[src/rtl/sensor_cmd_seq.sv]
// sensor_cmd_seq: start/stop command frame sequencer feeding a UART transmitter
// Build option: define SENSOR_CMD_CHKSUM_EN to append an XOR checksum word to each frame.
// Ports:
//   Clk            system clock
//   Rst_n          asynchronous active-low reset
//   Sys_Start      requested run level (asynchronous, synchronised internally)
//   Tx_Done        UART word-complete pulse, honoured only while waiting on a word
//   send_en        one-cycle pulse starting a UART word
//   data_byte_send word being transmitted, held until its Tx_Done
//   Busy           frame in progress
//   Frame_Done     pulse after the final word of a frame completes
//   Err_Timeout    pulse when a word gets no Tx_Done in time; the frame is retried after the gap
module sensor_cmd_seq #(
  parameter int                  DATA_W         = 8,
  parameter logic [DATA_W-1:0]   START_CMD      = 8'h8A,
  parameter logic [DATA_W-1:0]   STOP_CMD       = 8'h88,
  parameter int                  HDR_LEN        = 0,
  parameter logic [4*DATA_W-1:0] HDR_WORDS      = '0,
  parameter int                  GAP_CYCLES     = 16,
  parameter int                  TIMEOUT_CYCLES = 4096
) (
  input  logic              Clk,
  input  logic              Rst_n,
  input  logic              Sys_Start,
  input  logic              Tx_Done,
  output logic              send_en,
  output logic [DATA_W-1:0] data_byte_send,
  output logic              Busy,
  output logic              Frame_Done,
  output logic              Err_Timeout
);
`ifdef SENSOR_CMD_CHKSUM_EN
  localparam int CK = 1;
`else
  localparam int CK = 0;
`endif
  localparam logic [2:0] LAST = 3'(HDR_LEN + CK);
  localparam int TW = (TIMEOUT_CYCLES > 1) ? $clog2(TIMEOUT_CYCLES) : 1;
  localparam int GW = (GAP_CYCLES > 1) ? $clog2(GAP_CYCLES) : 1;
  typedef enum logic [2:0] {INIT, IDLE, SEND, WAIT, GAP} state_t;
  localparam state_t AFTER = (GAP_CYCLES == 0) ? IDLE : GAP;
  state_t            state;
  logic [1:0]        sync;
  logic              req;
  logic              init_done;
  logic              sent_valid;
  logic              sent_lvl;
  logic              cur_lvl;
  logic [2:0]        idx;
  logic [TW-1:0]     tcnt;
  logic [GW-1:0]     gcnt;
  logic [DATA_W-1:0] frame [8];
`ifdef SENSOR_CMD_CHKSUM_EN
  logic [DATA_W-1:0] chk;
`endif
  assign req = sync[1];
  // Word table for the current frame: header words, opcode, then checksum (or zero) slots.
  for (genvar g = 0; g < 8; g++) begin : g_frame
    if (g < HDR_LEN) begin : g_hdr
      assign frame[g] = HDR_WORDS[DATA_W*(HDR_LEN-1-g) +: DATA_W];
    end else if (g == HDR_LEN) begin : g_op
      assign frame[g] = cur_lvl ? START_CMD : STOP_CMD;
    end else begin : g_tail
`ifdef SENSOR_CMD_CHKSUM_EN
      assign frame[g] = chk;
`else
      assign frame[g] = '0;
`endif
    end
  end
  always_ff @(posedge Clk or negedge Rst_n) begin
    if (!Rst_n) begin
      state          <= INIT;
      sync           <= '0;
      init_done      <= 1'b0;
      sent_valid     <= 1'b0;
      sent_lvl       <= 1'b0;
      cur_lvl        <= 1'b0;
      idx            <= '0;
      tcnt           <= '0;
      gcnt           <= '0;
      send_en        <= 1'b0;
      data_byte_send <= '0;
      Busy           <= 1'b0;
      Frame_Done     <= 1'b0;
      Err_Timeout    <= 1'b0;
`ifdef SENSOR_CMD_CHKSUM_EN
      chk            <= '0;
`endif
    end else begin
      sync        <= {sync[0], Sys_Start};
      send_en     <= 1'b0;
      Frame_Done  <= 1'b0;
      Err_Timeout <= 1'b0;
      case (state)
        INIT: begin
          init_done <= 1'b1;
          if (init_done) state <= IDLE;
        end
        IDLE: if (!sent_valid || req != sent_lvl) begin
          cur_lvl <= req;
          idx     <= '0;
          Busy    <= 1'b1;
          state   <= SEND;
`ifdef SENSOR_CMD_CHKSUM_EN
          chk     <= '0;
`endif
        end
        SEND: begin
          send_en        <= 1'b1;
          data_byte_send <= frame[idx];
          tcnt           <= '0;
          state          <= WAIT;
`ifdef SENSOR_CMD_CHKSUM_EN
          chk            <= chk ^ frame[idx];
`endif
        end
        // Tx_Done is checked before expiry so a completion on the last allowed cycle still counts.
        WAIT: if (Tx_Done) begin
          if (idx == LAST) begin
            Busy       <= 1'b0;
            Frame_Done <= 1'b1;
            sent_valid <= 1'b1;
            sent_lvl   <= cur_lvl;
            gcnt       <= '0;
            state      <= AFTER;
          end else begin
            idx   <= idx + 3'd1;
            state <= SEND;
          end
        end else if (tcnt == TW'(TIMEOUT_CYCLES - 1)) begin
          Busy        <= 1'b0;
          Err_Timeout <= 1'b1;
          gcnt        <= '0;
          state       <= AFTER;
        end else begin
          tcnt <= tcnt + 1'b1;
        end
        GAP: if (gcnt == GW'(GAP_CYCLES - 1)) state <= IDLE; else gcnt <= gcnt + 1'b1;
        default: state <= INIT;
      endcase
    end
  end
endmodule

[config.mk]
export PLATFORM = sky130hd
export DESIGN_NAME = sensor_cmd_seq
export DESIGN_NICKNAME = d
export VERILOG_FILES = /design/src/rtl/sensor_cmd_seq.sv
export SDC_FILE = /design/constraint.sdc
export NUM_CORES = 1
export LEC_CHECK = 0
export CORE_MARGIN = 1
export CORE_UTILIZATION = 61
export DETAILED_ROUTE_END_ITERATION = 7
export GPL_TIMING_DRIVEN = 0
export PLACE_DENSITY = 0.81
export SETUP_SLACK_MARGIN = 0.5
export SYNTH_ARGS = -nofsm -noshare
export SYNTH_HDL_FRONTEND = slang
export SYNTH_SLANG_ARGS = --single-unit
[constraint.sdc]
create_clock -name Clk -period 2.7 [get_ports Clk]
set_clock_uncertainty 0.05 [all_clocks]
set_input_delay 0.54 -clock Clk [delete_from_list [all_inputs] [get_ports Clk]]
set_output_delay 0.54 -clock Clk [all_outputs]
set_load 0.01 [all_outputs]
# After elaboration in Yosys (flattened, before gate mapping)
# Cells that the tools add are included.
[word_totals] regBits=40
[op_classes] addsub=3 order_cmp=1 n_eq_ne=17 n_mux=35 bitwise=1 reduce_logical=14
[ops] cell="3-bit 2-to-1 mux" n=9
[ops] cell="8-bit binary-select mux with 3-bit select" n=1
[ops] cell="12-bit 2-to-1 mux" n=2
[ops] cell="12-bit case mux with 2 select lines" n=1
[ops] cell="4-bit 2-to-1 mux" n=4
[ops] cell="8-bit 2-to-1 mux" n=2
[ops] cell="2-bit != test (second input constant)" n=8
[ops] cell="4-bit AND reduction" n=4
[ops] cell="3-bit case mux with 5 select lines" n=1
[ops] cell="12-bit by 1-bit adder with 12-bit output (second input constant)" n=1
[ops] cell="12-bit == test (second input constant)" n=1
[ops] cell="1-bit 2-to-1 mux" n=11
[ops] cell="4-bit case mux with 2 select lines" n=1
[ops] cell="3-bit by 2-bit == test with 1-bit output (second input constant)" n=2
[ops] cell="3-bit logical NOT" n=2
[ops] cell="3-bit != test (second input constant)" n=2
[ops] cell="3-bit case mux with 2 select lines" n=1
[ops] cell="3-bit AND reduction" n=2
[ops] cell="2-bit nonzero test" n=3
[ops] cell="4-bit by 1-bit adder with 4-bit output (second input constant)" n=1
[ops] cell="4-bit == test (second input constant)" n=1
[ops] cell="4-bit greater-or-equal comparator (second input constant)" n=1
[ops] cell="3-bit inverter with 4-bit output" n=1
[ops] cell="3-bit by 1-bit adder with 3-bit output (second input constant)" n=1
[ops] cell="other kinds (8)" n=8

# Depth between registers and ports, before layout
[depth] word_depth=4 mapped_depth=6 depth_no_buf=6

# Least setup slack after synthesis
# OpenSTA, ideal clock, no wires.
[synth_path] path_type="reg2reg" start="register state[1]" end="register state[0]" setup_time_ps=128 t_arrival_ps=1519 t_required_ps=2522 slack_ps=1004 stages_incl_launch_ff=5 cell_sequence="dfrtp_1 or3b_1 a31o_2 o311ai_1 mux2_1"
[synth_via] elab_chain_len=3
[synth_rtl] item="from (decl)" line_no="42" source="state_t state;"
[synth_rtl] item="from (signal assigned)" line_no="73" source="state <= INIT;"
[synth_rtl] item="from (signal assigned)" line_no="98" source="if (init_done) state <= IDLE;"
[synth_rtl] item="from (signal assigned)" line_no="104" source="state <= SEND;"
[synth_rtl] item="3-bit by 2-bit == test with 1-bit output (tied with other cells)" line_no="95" source="case (state)"
[synth_rtl] item="3-bit != test (no source line) or 2-bit != test (tied branches)"
[synth_rtl] item="4-bit AND reduction (no source line)"
# Parallel ways exist; a longest one is shown, timed or not.
# A chain may end at the register's enable or synchronous reset.

# Worst setup path in the final report
[layout_path] start="register tcnt[0]" end="register state[0]"
[layout_via] elab_chain_len=3
[layout_rtl] item="from (decl)" line_no="50" source="logic [TW-1:0] tcnt;"
[layout_rtl] item="from (signal assigned)" line_no="137" source="tcnt <= tcnt + 1'b1;"
[layout_rtl] item="12-bit == test" line_no="131" source="end else if (tcnt == TW'(TIMEOUT_CYCLES - 1)) begin"
[layout_rtl] item="3-bit != test (no source line)"
[layout_rtl] item="4-bit AND reduction (no source line)"
[layout_rtl] item="to (signal assigned)" line_no="129" source="state <= SEND;"
[layout_rtl] item="to (signal assigned)" line_no="135" source="state <= AFTER;"
[layout_rtl] item="to (signal assigned)" line_no="139" source="GAP: if (gcnt == GW'(GAP_CYCLES - 1)) state <= IDLE; else gcnt <= gcnt + 1'b1;"
# Every way passes these cells.

==> results.md <==
* Result of the run: completed
* Count of pins on the block boundary at 16
* DR vias at 1381
* Total power consumption of the routed design at 1614 µW
* Master of the slowest instance on the critical path: dfrtp_1
* Die height at 56.65 µm
* Combined area of the multi-input logic cells at 890.9 µm²
* Headroom to the max-slew limit at 50.85%
* Adder and majority gate portion of the synthesized area at 2.747%
* Routed vias/inst at 6.335
* DRC violations left at 0
* Final setup viols at 0
* Ratio of final minimum period to clock period at 74.22%
* Count of flip-flops with a built-in enable after synthesis at 0
* RSZ-0062 raised after global routing: no
* Synthesized area divided by synthesized cell count at 11.04 µm²
* Data arrival, critical path at 2.18 ns
* Peak per-stage delay on the critical path at 0.45 ns
* Number of global-route vias before repair at 1331
* Period minus WS final at 2.004 ns
* Number of distinct library cell variants in the gate-level netlist after synthesis at 54
* Global-route wire length before repair at 6251 µm
* Xor/xnor share of the synthesized area at 2.404%
* Source of the worst register-to-register timing path: tcnt[0]
* Number of placement rows at 19
* Highest ir drop seen on vdd at 0.6435 mV
* Total negative setup slack at 0 ns
* Count of input and output buffers at 10
* Placed Cells at 210
* Critical-path maximum fanout at 6
* Number of antenna violations at the first check in global routing at 0
* Final #Nets at 194
* Area fraction in compound gates after synthesis at 17.79%
* Ordered list of cells on the worst path: ha_1, nand3_1, o31ai_4, o311ai_1, mux2_1
* Root buffer cell: clkbuf_4
* First-pass iteration count of the detailed router at 4
* Ratio of cells with drive above 1 in the final layout at 19.25%
* Post-synthesis register bit count at 34
* Main combinational cell family by area after synthesis: simple AND/OR/NAND/NOR gates
* Die area at 3209 µm²
* Gate count of the mapped netlist at 165
* Worst setup SP type: flip-flop
* Remaining antenna violation count after routing at 0
* Kind of end point of the critical path: flip-flop
* Post-CTS setup repair buffer count at 0
* Fraction of the core area covered by cells at the end of the flow at 73.01%
* Pre-CTS worst setup slack at 0.4579 ns
* Yosys Warn Count at 0
* Number of hold buffers added after cts at 0
* Post-DP HPWL at 2584 µm
* Power density over the cells at 794.6 nW/µm²
* Sequential cell area at 850.8 µm²
* Max-Cap Viols at 0
* Share of synthesized registers carrying an async set or reset at 100.0%
* Area of the mapped netlist at 1822 µm²
* Upper clock frequency limit at 499.0 MHz
* Number of fill cells at 205
* Area fraction in and, or, nand and nor cells after synthesis at 21.36%
* Hold Fails Final Rpt at 0
* Effective utilization at floorplan at 65.50%
* Crit Path Class: reg2reg
* Most used DFF post-synth: dfrtp_1
* Final cell count without fillers at 218
* RD Place Congestion at 0.9275
* Number of design-rule violations left by the first detailed-router iteration at 56
* Global route overflow at 0
* Highest-count cells in the layout ignoring fill and taps: dfrtp_1 (34), nor2_1 (10), nand2_1 (9), clkdlybuf4s50_1 (9)
* Clock Sinks at 34
* Antenna diodes at 0
* Sequential fraction of the synthesis area at 46.70%
* Leading cell type in the layout, fill and taps excluded: dfrtp_1
* Inserted Clock Buffers at 5
* Avg WL per Cell at 16.69 µm
* Area delta synth->final at 11.47%
* Post-CTS clock slew at the launch and capture registers of the worst setup and hold paths at 0.10 ns
* CTS H-tree depth at 2
* # resized after CTS at 0
* Number of max-slew violations in the final report at 0
* Hold/Removal Path Class: in2async
* Post-synthesis mux area share at 3.571%
* CTS tree: yes
* Worst Slack Setup Final at 0.6961 ns
* Maximum clock path buffer count at 2
* Worst Path Required at 2.88 ns
* Total wire length at 3639 µm
* Slew at the pin with the worst max-slew slack at 0.7373 ns
* Placeable core region at 2781 µm²
* Clock latency reported for the late side of the worst-skew pair at 0.34 ns
* Lkg Pwr at 0.0009205 µW
* Die extent in x at 56.65 µm
* Startpoint of the worst setup timing path: tcnt[0]
* Total Routing Usage GR at 26.00%
* Maximum number of pins on one net before global-route repair at 35
==> metrics by stage <==
step                cell area (µm²)  hold WS, ns
detailed placement             1971       0.3253
floorplan                      1837       0.1944
CTS                            2031       0.2138
global route                   2031       0.2628
finish                         2031       0.1987
global placement               1976       0.2870
==> power breakdown <==
| part | switching [µW] | total, µW | internal, µW |
|---|---|---|---|
| clock | 166 | 292 | 126 |
| sequential | 86.7 | 696 | 609 |
| combinational | 336 | 625 | 290 |
| total | 589 | 1610 | 1020 |
==> layer usage <==
| metal | GRT usage, % | routed length, µm | vias up | share of wire, % |
|---|---|---|---|---|
| met5 | 0 | 0 | - | 0 |
| met4 | 16.38 | 114 | 0 | 3.1 |
| met3 | 5.530 | 220 | 13 | 6.0 |
| met2 | 38.99 | 1684 | 51 | 46 |
| met1 | 34.25 | 1620 | 672 | 45 |
| li1 | - | - | 645 | - |
==> critical path: cells and delay by family (launching register included) <==
kind | cells | cell delay (ns)
AO/OA/AOI/OAI | 2 | 0.57
flip-flops | 1 | 0.45
multiplexers | 1 | 0.35
adder cells (fa/ha/maj) | 1 | 0.25
AND/OR/NAND/NOR | 1 | 0.22
==> worst paths after layout <==
| check | cells after the start | slack, ns | end |
|---|---|---|---|
| setup / recovery | 5 | 0.70 | state[0] |
| hold / removal | 1 | 0.20 | Frame_Done |
| setup reg to reg | 5 | 0.70 | state[0] |
| hold reg to reg | 0 | 0.35 | sync[1] |
| max in group asynchronous | 1 | 1.93 | Busy |
| min in group Clk | 0 | 0.35 | sync[1] |
==> cells in the mapped netlist (all sizes together) (3+ instances only) <==
cell type   n  area [µm²]
o31ai       4       43.79
a21o        3       22.52
and4        3       26.28
a21oi       4       20.02
mux2        4       45.04
dfrtp      34       850.8
buf        10       67.56
nand2       9       33.78
o211ai      3       32.53
nor2       10       37.54
inv         6       22.52
nand4       7       65.06
xnor2       3       26.28
o21ai       9       45.04
nand3       8       40.04
a31oi       4       40.04
nor3        3       15.01
ha          4       50.05
==> flip-flops by register name, indices dropped and copies added, names as in the netlist, 2 cells and up <==
register        cells
state               3
idx                 3
data_byte_send      2
tcnt               12
gcnt                4
sync                2
==> kinds of logic after synthesis <==
family                   count (synthesis)
flip-flops                              34
buffers and inverters                   17
multiplexers                             6
AND/OR/NAND/NOR                         60
adder cells (fa/ha/maj)                  4
other                                    1
XOR/XNOR                                 5
AO/OA/AOI/OAI                           38
==> final cells by class <==
| class | count | share of cell area, % |
|---|---|---|
| plain buffers | 11 | 3.574 |
| repair buffers | 10 | 4.683 |
| inverters | 6 | 1.109 |
| flip-flops and latches | 34 | 41.90 |
| clock buffers | 7 | 2.711 |
| clock inverters | 1 | 0.2465 |
| well taps | 31 | 1.910 |
| multi-input cells | 118 | 43.87 |
Note: power is estimated with default switching activity, not from simulation.
